[src/rtl/aes_round_ctrl.sv]
// rtl/aes_round_ctrl.sv - AES-128 round sequencer: block handshake, per-round step strobes, result handshake.
// Optional AES_DECRYPT_EN adds a decrypt input that reverses the round order.
module aes_round_ctrl #(
  parameter int unsigned NR = 10
) (
  input  logic       clk,
  input  logic       rst,
  input  logic       in_valid,
  output logic       in_ready,
  input  logic       key_valid,
  output logic       load_state,
  output logic       step_start,
  output logic [3:0] roundnumber,
  output logic [1:0] round_type,
  input  logic       step_done,
  output logic       out_valid,
  input  logic       out_ready,
`ifdef AES_DECRYPT_EN
  input  logic       decrypt,
`endif
  output logic       busy
);

  localparam logic [3:0] NR_L = 4'(NR);

  typedef enum logic [2:0] {S_IDLE, S_LOAD, S_ISSUE, S_WAIT, S_DONE} state_t;

  state_t     state_q, state_d;
  logic [3:0] rn_q, rn_d;
  logic [1:0] rt_q, rt_d;
  logic       in_ready_q, in_ready_d;
  logic       load_state_q, load_state_d;
  logic       step_start_q, step_start_d;
  logic       out_valid_q, out_valid_d;
  logic       busy_q, busy_d;
`ifdef AES_DECRYPT_EN
  logic       decrypt_q, decrypt_d;
`endif

  always_comb begin
    state_d = state_q;
    rn_d    = rn_q;
    rt_d    = rt_q;
`ifdef AES_DECRYPT_EN
    decrypt_d = decrypt_q;
`endif
    case (state_q)
      S_IDLE: begin
        if (in_valid && in_ready_q) begin
          state_d = S_LOAD;
          rt_d    = 2'd0;
`ifdef AES_DECRYPT_EN
          decrypt_d = decrypt;
          rn_d      = decrypt ? NR_L : 4'd0;
`else
          rn_d      = 4'd0;
`endif
        end
      end
      S_LOAD:  state_d = S_ISSUE;
      S_ISSUE: state_d = S_WAIT;
      S_WAIT: begin
        // step_done is only honoured here, so strays in other states are dropped
        if (step_done) begin
`ifdef AES_DECRYPT_EN
          if (decrypt_q) begin
            if (rn_q == 4'd0) begin
              state_d = S_DONE;
            end else begin
              state_d = S_ISSUE;
              rn_d    = rn_q - 4'd1;
              rt_d    = (rn_q == 4'd1) ? 2'd2 : 2'd1;
            end
          end else
`endif
          if (rn_q == NR_L) begin
            state_d = S_DONE;
          end else begin
            state_d = S_ISSUE;
            rn_d    = rn_q + 4'd1;
            rt_d    = ((rn_q + 4'd1) == NR_L) ? 2'd2 : 2'd1;
          end
        end
      end
      S_DONE: begin
        if (out_ready) begin
          state_d = S_IDLE;
          rn_d    = 4'd0;
          rt_d    = 2'd0;
        end
      end
      default: state_d = S_IDLE;
    endcase

    // Outputs decoded from next state so every strobe leaves a flop
    in_ready_d   = (state_d == S_IDLE) && key_valid;
    load_state_d = (state_d == S_LOAD);
    step_start_d = (state_d == S_ISSUE);
    out_valid_d  = (state_d == S_DONE);
    busy_d       = (state_d != S_IDLE);
  end

  always_ff @(posedge clk or posedge rst) begin
    if (rst) begin
      state_q      <= S_IDLE;
      rn_q         <= 4'd0;
      rt_q         <= 2'd0;
      in_ready_q   <= 1'b0;
      load_state_q <= 1'b0;
      step_start_q <= 1'b0;
      out_valid_q  <= 1'b0;
      busy_q       <= 1'b0;
`ifdef AES_DECRYPT_EN
      decrypt_q    <= 1'b0;
`endif
    end else begin
      state_q      <= state_d;
      rn_q         <= rn_d;
      rt_q         <= rt_d;
      in_ready_q   <= in_ready_d;
      load_state_q <= load_state_d;
      step_start_q <= step_start_d;
      out_valid_q  <= out_valid_d;
      busy_q       <= busy_d;
`ifdef AES_DECRYPT_EN
      decrypt_q    <= decrypt_d;
`endif
    end
  end

  assign in_ready    = in_ready_q;
  assign load_state  = load_state_q;
  assign step_start  = step_start_q;
  assign roundnumber = rn_q;
  assign round_type  = rt_q;
  assign out_valid   = out_valid_q;
  assign busy        = busy_q;

endmodule

[config.mk]
export PLATFORM = sky130hd
export DESIGN_NAME = aes_round_ctrl
export DESIGN_NICKNAME = d
export VERILOG_FILES = /design/src/rtl/aes_round_ctrl.sv
export SDC_FILE = /design/constraint.sdc
export NUM_CORES = 1
export LEC_CHECK = 0
export ABC_AREA = 1
export CORE_ASPECT_RATIO = 0.9
export CORE_MARGIN = 8
export CORE_UTILIZATION = 43
export DETAILED_ROUTE_END_ITERATION = 6
export GPL_ROUTABILITY_DRIVEN = 0
export HOLD_SLACK_MARGIN = 0.1
export PLACE_DENSITY = 0.7
export SYNTH_ARGS = -nofsm -noshare
export SYNTH_HDL_FRONTEND = slang
export SYNTH_SLANG_ARGS = --single-unit
[constraint.sdc]
create_clock -name clk -period 1.95 [get_ports clk]
set_clock_uncertainty 0.1 [all_clocks]
set_input_delay 0.4875 -clock clk [delete_from_list [all_inputs] [get_ports clk]]
set_output_delay 0.4875 -clock clk [all_outputs]
set_load 0.05 [all_outputs]
[After elaboration in Yosys (flattened, before gate mapping)]
Index checks and enable logic that the tools add are counted.
Widths: inputs -> output; s select.
Storage, ports and cells
  register bits: 14
  input bits: 6
  logic and storage cells: 45
Operators by class
  add/sub/neg operators: 1
  equal/unequal tests: 13
  muxes and demuxes: 16
  reductions and logical operators: 7
Operator list (number)
  $mux 4: 4
  $pmux 3 s5: 1
  $mux 3: 4
  $pmux 4 s3: 1
  $mux 2: 5
  $eq 3x2->1 const B: 3
  $eq 4x4->1 const B: 2
  $ne 2x2->1 const B: 4
  $eq 3x1->1 const B: 2
  $eq 3x3->1 const B: 2
  $logic_not 3->1: 2
  $pmux 2 s3: 1
  $reduce_bool 3->1: 2
  $reduce_and 5->1: 1
  $add 4x1->4 const B: 1
  $logic_and 1x1->1: 2

[Logic depth before layout (Yosys ltp)]
  word-level depth: 6
  gate-level depth with buffers: 8
  gate-level depth less buffers: 8

[Least setup slack after synthesis]
Ideal clock, no wire load.
  path kind: register to register
  start: register rn_q[0], in the netlist roundnumber[0]
  end: register rn_q[0], in the netlist roundnumber[0]
  library setup time: 120 ps
  arrival time: 1481 ps
  required time: 1730 ps
  path slack: 248 ps
  cell stages (with the launch flop): 9
  buffers on the path: 0
  period minus slack after synthesis: 1702 ps
  path through: dfrtp_1 inv_1 ha_1 nand2_1 nor2_2 o21bai_2 nand2_2 nand2_1 nand2_1
On the way
  longest elaborated chain between the ends: 4
  elaborated cells between the ends (all ways): 7
  those cells by class: add/sub (1); eq/ne (2); mux (3); reduce/logical (1)
RTL lines
  start: declaration: RTL line 29  | logic [3:0] rn_q, rn_d;
  start signal: assignment: RTL line 118  | rn_q <= rn_d;
  $add 4x1->4: RTL line 80  | rn_d = rn_q + 4'd1;
  $mux 4: RTL line 76  | if (rn_q == NR_L) begin
  $mux 4: RTL line 64  | if (step_done) begin
  $pmux 4 s3: RTL line 47  | case (state_q)
Several ways; a longest one is shown, not always the timed one. The select of a mux whose other input is x is not followed.
A chain may end at the register's enable or synchronous reset.

[Worst setup path after layout]
  start: register rn_q[0], in the netlist roundnumber[0]
  end: register in_ready_q, in the netlist in_ready
On the way
  longest elaborated chain between the ends: 6
RTL lines
  $eq 4x4->1: RTL line 76
  $mux 3: RTL line 76
  $mux 3: RTL line 64
  $pmux 3 s5: RTL line 47
  $logic_not 3->1: RTL line 96  | in_ready_d = (state_d == S_IDLE) && key_valid;
  $logic_and 1x1->1: RTL line 96
  named net in_ready_d: RTL line 31  | logic in_ready_q, in_ready_d;
  end signal: assignment: RTL line 120  | in_ready_q <= in_ready_d;
  end: declaration: RTL line 31
The timed path passes the listed nets, and every way through them passes these cells.

==> impl_metrics.py <==
metrics = {
    "logic_synthesis": {
        "synth-seq-cells": 14,
        "netlist_area_sq_um": 737,
        "yosys.cell_types.count": 16,
        "ys_seq_area_frac": 0.475,
        "synth_fp_nets": 105,
        "synth-simple-area-share": 0.367,
        "syn_area_per_cell_sq_um": 7.68,
        "syn_inst": 96,
        "yosys_warnings": 0,
        "synthMuxAreaShare": 0,
        "synth_xor_area_frac": 0,
        "synthAdderAreaFrac": 0.0509,
        "synth_top_family_by_area": "simple AND/OR/NAND/NOR gates",
        "synth-compound-area-share": 0.0357,
    },
    "clocking": {
        "cts_tree": "yes",
        "path_clk_slew_ns": 0.07,
        "numCtsBuffers": 3,
        "postCtsSetupRepairBufs": 0,
        "ctsResizeCount": 0,
        "cts_root_buffer": "clkbuf_4",
        "clock-sinks": 14,
        "insertion_delay_ns": 0.28,
        "cts.hold.buffers_added": 0,
        "ctsLongestPathBuffers": 2,
        "htree_levels": 1,
    },
    "floorplan": {
        "die_area_sq_um": 3300,
        "rows": 14,
        "io_pins": 17,
        "core_sq_um": 1650,
        "start_util": 0.448,
        "fp.dieH_um": 55.3,
        "chipWidth_um": 59.6,
    },
    "sta": {
        "worst_hold_slack_ns": 0.387,
        "post-route-period-util": 0.820,
        "setup_viol": 0,
        "finalHoldViolations": 0,
        "clock.fmax_mhz": 625,
        "finalMaxSlewViolations": 0,
        "tightest_slew_ns": 0.512,
        "layout_setup_ws_ns": 0.351,
        "fin_setup_tns_ns": 0,
        "slew_headroom": 0.658,
        "fin_crit_ns": 1.60,
        "rsz0062_at_grt": "false",
    },
    "grt": {
        "grt_pass1_wl_um": 2430,
        "antenna_found_initial": 0,
        "grt_max_degree": 15,
        "grt-ovfl-total": 0,
        "grt_pass1_vias": 529,
        "grtUsageTotal": 0.0966,
    },
    "critical_path": {
        "cpMostUsedCell": "nand2_1",
        "end_kind": "flip-flop",
        "critical_path_required_ns": 2.05,
        "crit_arrival_ns": 1.70,
        "reg2reg_depth": 8,
        "path_cells": "inv_1, ha_1, nand2_1, nor2_2, nand3_1, nand2_1, nand2_1, nor3_1",
        "critPathKind": "reg2reg",
        "cpMaxStageDelayCell": "dfrtp_1",
        "crit_path_max_fanout": 8,
        "critPathMaxStageDelay_ns": 0.49,
        "start_kind": "flip-flop",
    },
    "finish": {
        "syn_to_final_growth_pct": 33.8,
        "finalNetCount": 126,
        "antenna_cells": 0,
        "drive_gt1_frac": 0.198,
    },
    "power": {
        "ir_drop_v": 0.000780,
        "p_leak_nw": 0.521,
        "power_density_nw_per_um2": 1180,
    },
    "placed_design": {
        "port_buffers": 16,
        "dp_hpwl_um": 1150,
        "pre_cts_ws_ns": 0.174,
    },
    "routing": {
        "ant_nets": 0,
        "drc": 0,
        "wl_per_cell_um": 10.7,
        "wl_um": 1490,
        "detail_route.first_pass.iterations": 4,
        "viasPerCell": 4.57,
        "initialDrtViolationCount": 9,
        "vias": 640,
    },
    "run": {
        "max_cap_viol_count": 0,
    },
    "worst_hold_path": {
        "hold_path.class": "reg2reg",
        "holdPathStages": 2,
    },
    "status": {
        "status": "finished clean",
    },
}
## area by class of cell
class,count,area (sq um)
sequential,14,350
inverter,14,52.6
fill,155,661
clock buffer,4,36.3
tap,24,30.0
timing repair buffer,16,183
multi-input combinational,68,334
## power by group
part	switching, mW	internal (mW)	leakage (nW)
registers	0.0939	0.337	0.175
logic	0.308	0.220	0.325
clock network	0.0888	0.114	0.0210
## critical path: cells and delay by family, from the launching register on
kind | cells | cell delay [ns]
fa+ha+maj | 1 | 0.17
flops | 1 | 0.49
simple gates | 6 | 0.66
buf+inv | 1 | 0.10
## layer usage
metal	global-route usage	part of all wire
met5	0	0
met4	0.0510	0.011
met3	0.0531	0.074
met2	0.126	0.44
met1	0.121	0.47
## worst paths after layout
path / from / endpoint / slack, ns
setup / recovery: roundnumber[0] / in_ready / 0.35
hold reg to reg: round_type[0] / round_type[0] / 0.39
min in group asynchronous: rst / roundnumber[1] / 0.43
max in group asynchronous: rst / state_q[1] / 0.98
hold / removal: round_type[0] / round_type[0] / 0.39
setup reg to reg: roundnumber[0] / in_ready / 0.35
## Yosys cell counts
| master | instances | area [sq um] |
|---|---|---|
| nand2_2 | 2 | 12.5 |
| o21ai_0 | 1 | 5.00 |
| dfrtp_1 | 14 | 350 |
| inv_1 | 13 | 48.8 |
| nor4_1 | 1 | 6.26 |
| a21oi_1 | 2 | 10.0 |
| nand3_1 | 9 | 45.0 |
| nor2_2 | 3 | 18.8 |
| o21bai_2 | 1 | 11.3 |
| nor2_4 | 1 | 11.3 |
| nor3_1 | 2 | 10.0 |
| inv_2 | 1 | 3.75 |
| nand2_1 | 32 | 120 |
| ha_1 | 3 | 37.5 |
| nor2_1 | 9 | 33.8 |
| nand4_1 | 2 | 12.5 |
## metrics by stage
step | cell area [sq um] | utilization | power [mW] | std cells
final | 986 | 0.599 | 1.16 | 140
after global routing | 986 | 0.599 | 1.23 | 140
after CTS | 986 | 0.599 | 1.18 | 140
after detailed placement | 950 | 0.577 | 0.968 | 136
after global placement | 950 | 0.577 | 0.963 | 136
after floorplan | 737 | - | 0.735 | 96
## flip-flops by register name, indices dropped and copies added, names as in the netlist
| name | flops |
|---|---|
| busy | 1 |
| step_start | 1 |
| in_ready | 1 |
| roundnumber | 4 |
| state_q | 3 |
| round_type | 2 |
| load_state | 1 |
| out_valid | 1 |
## cell usage in the layout, fill, tap and decap left out
cell type / count
inv_2: 1
dfrtp_1: 14
ha_1: 3
nor3_1: 2
o21ai_0: 1
buf_4: 7
nand3_1: 9
nand2_2: 2
nor2_2: 3
nand2_1: 32
nor4_1: 1
nand4_1: 2
a21oi_1: 2
nor2_1: 9
clkbuf_4: 3
clkbuf_8: 1
o21bai_2: 1
clkdlybuf4s50_1: 5
nor2_4: 1
buf_12: 4
inv_1: 13
## logic make-up (layout without fill, tap and decap cells)
family / count (synthesis) / count (layout)
AND/OR/NAND/NOR: 61 / 61
flip-flops: 14 / 14
buffers and inverters: 14 / 34
AO/OA/AOI/OAI: 4 / 4
adder cells (fa/ha/maj): 3 / 3
Power figures use the tool's default switching activity.
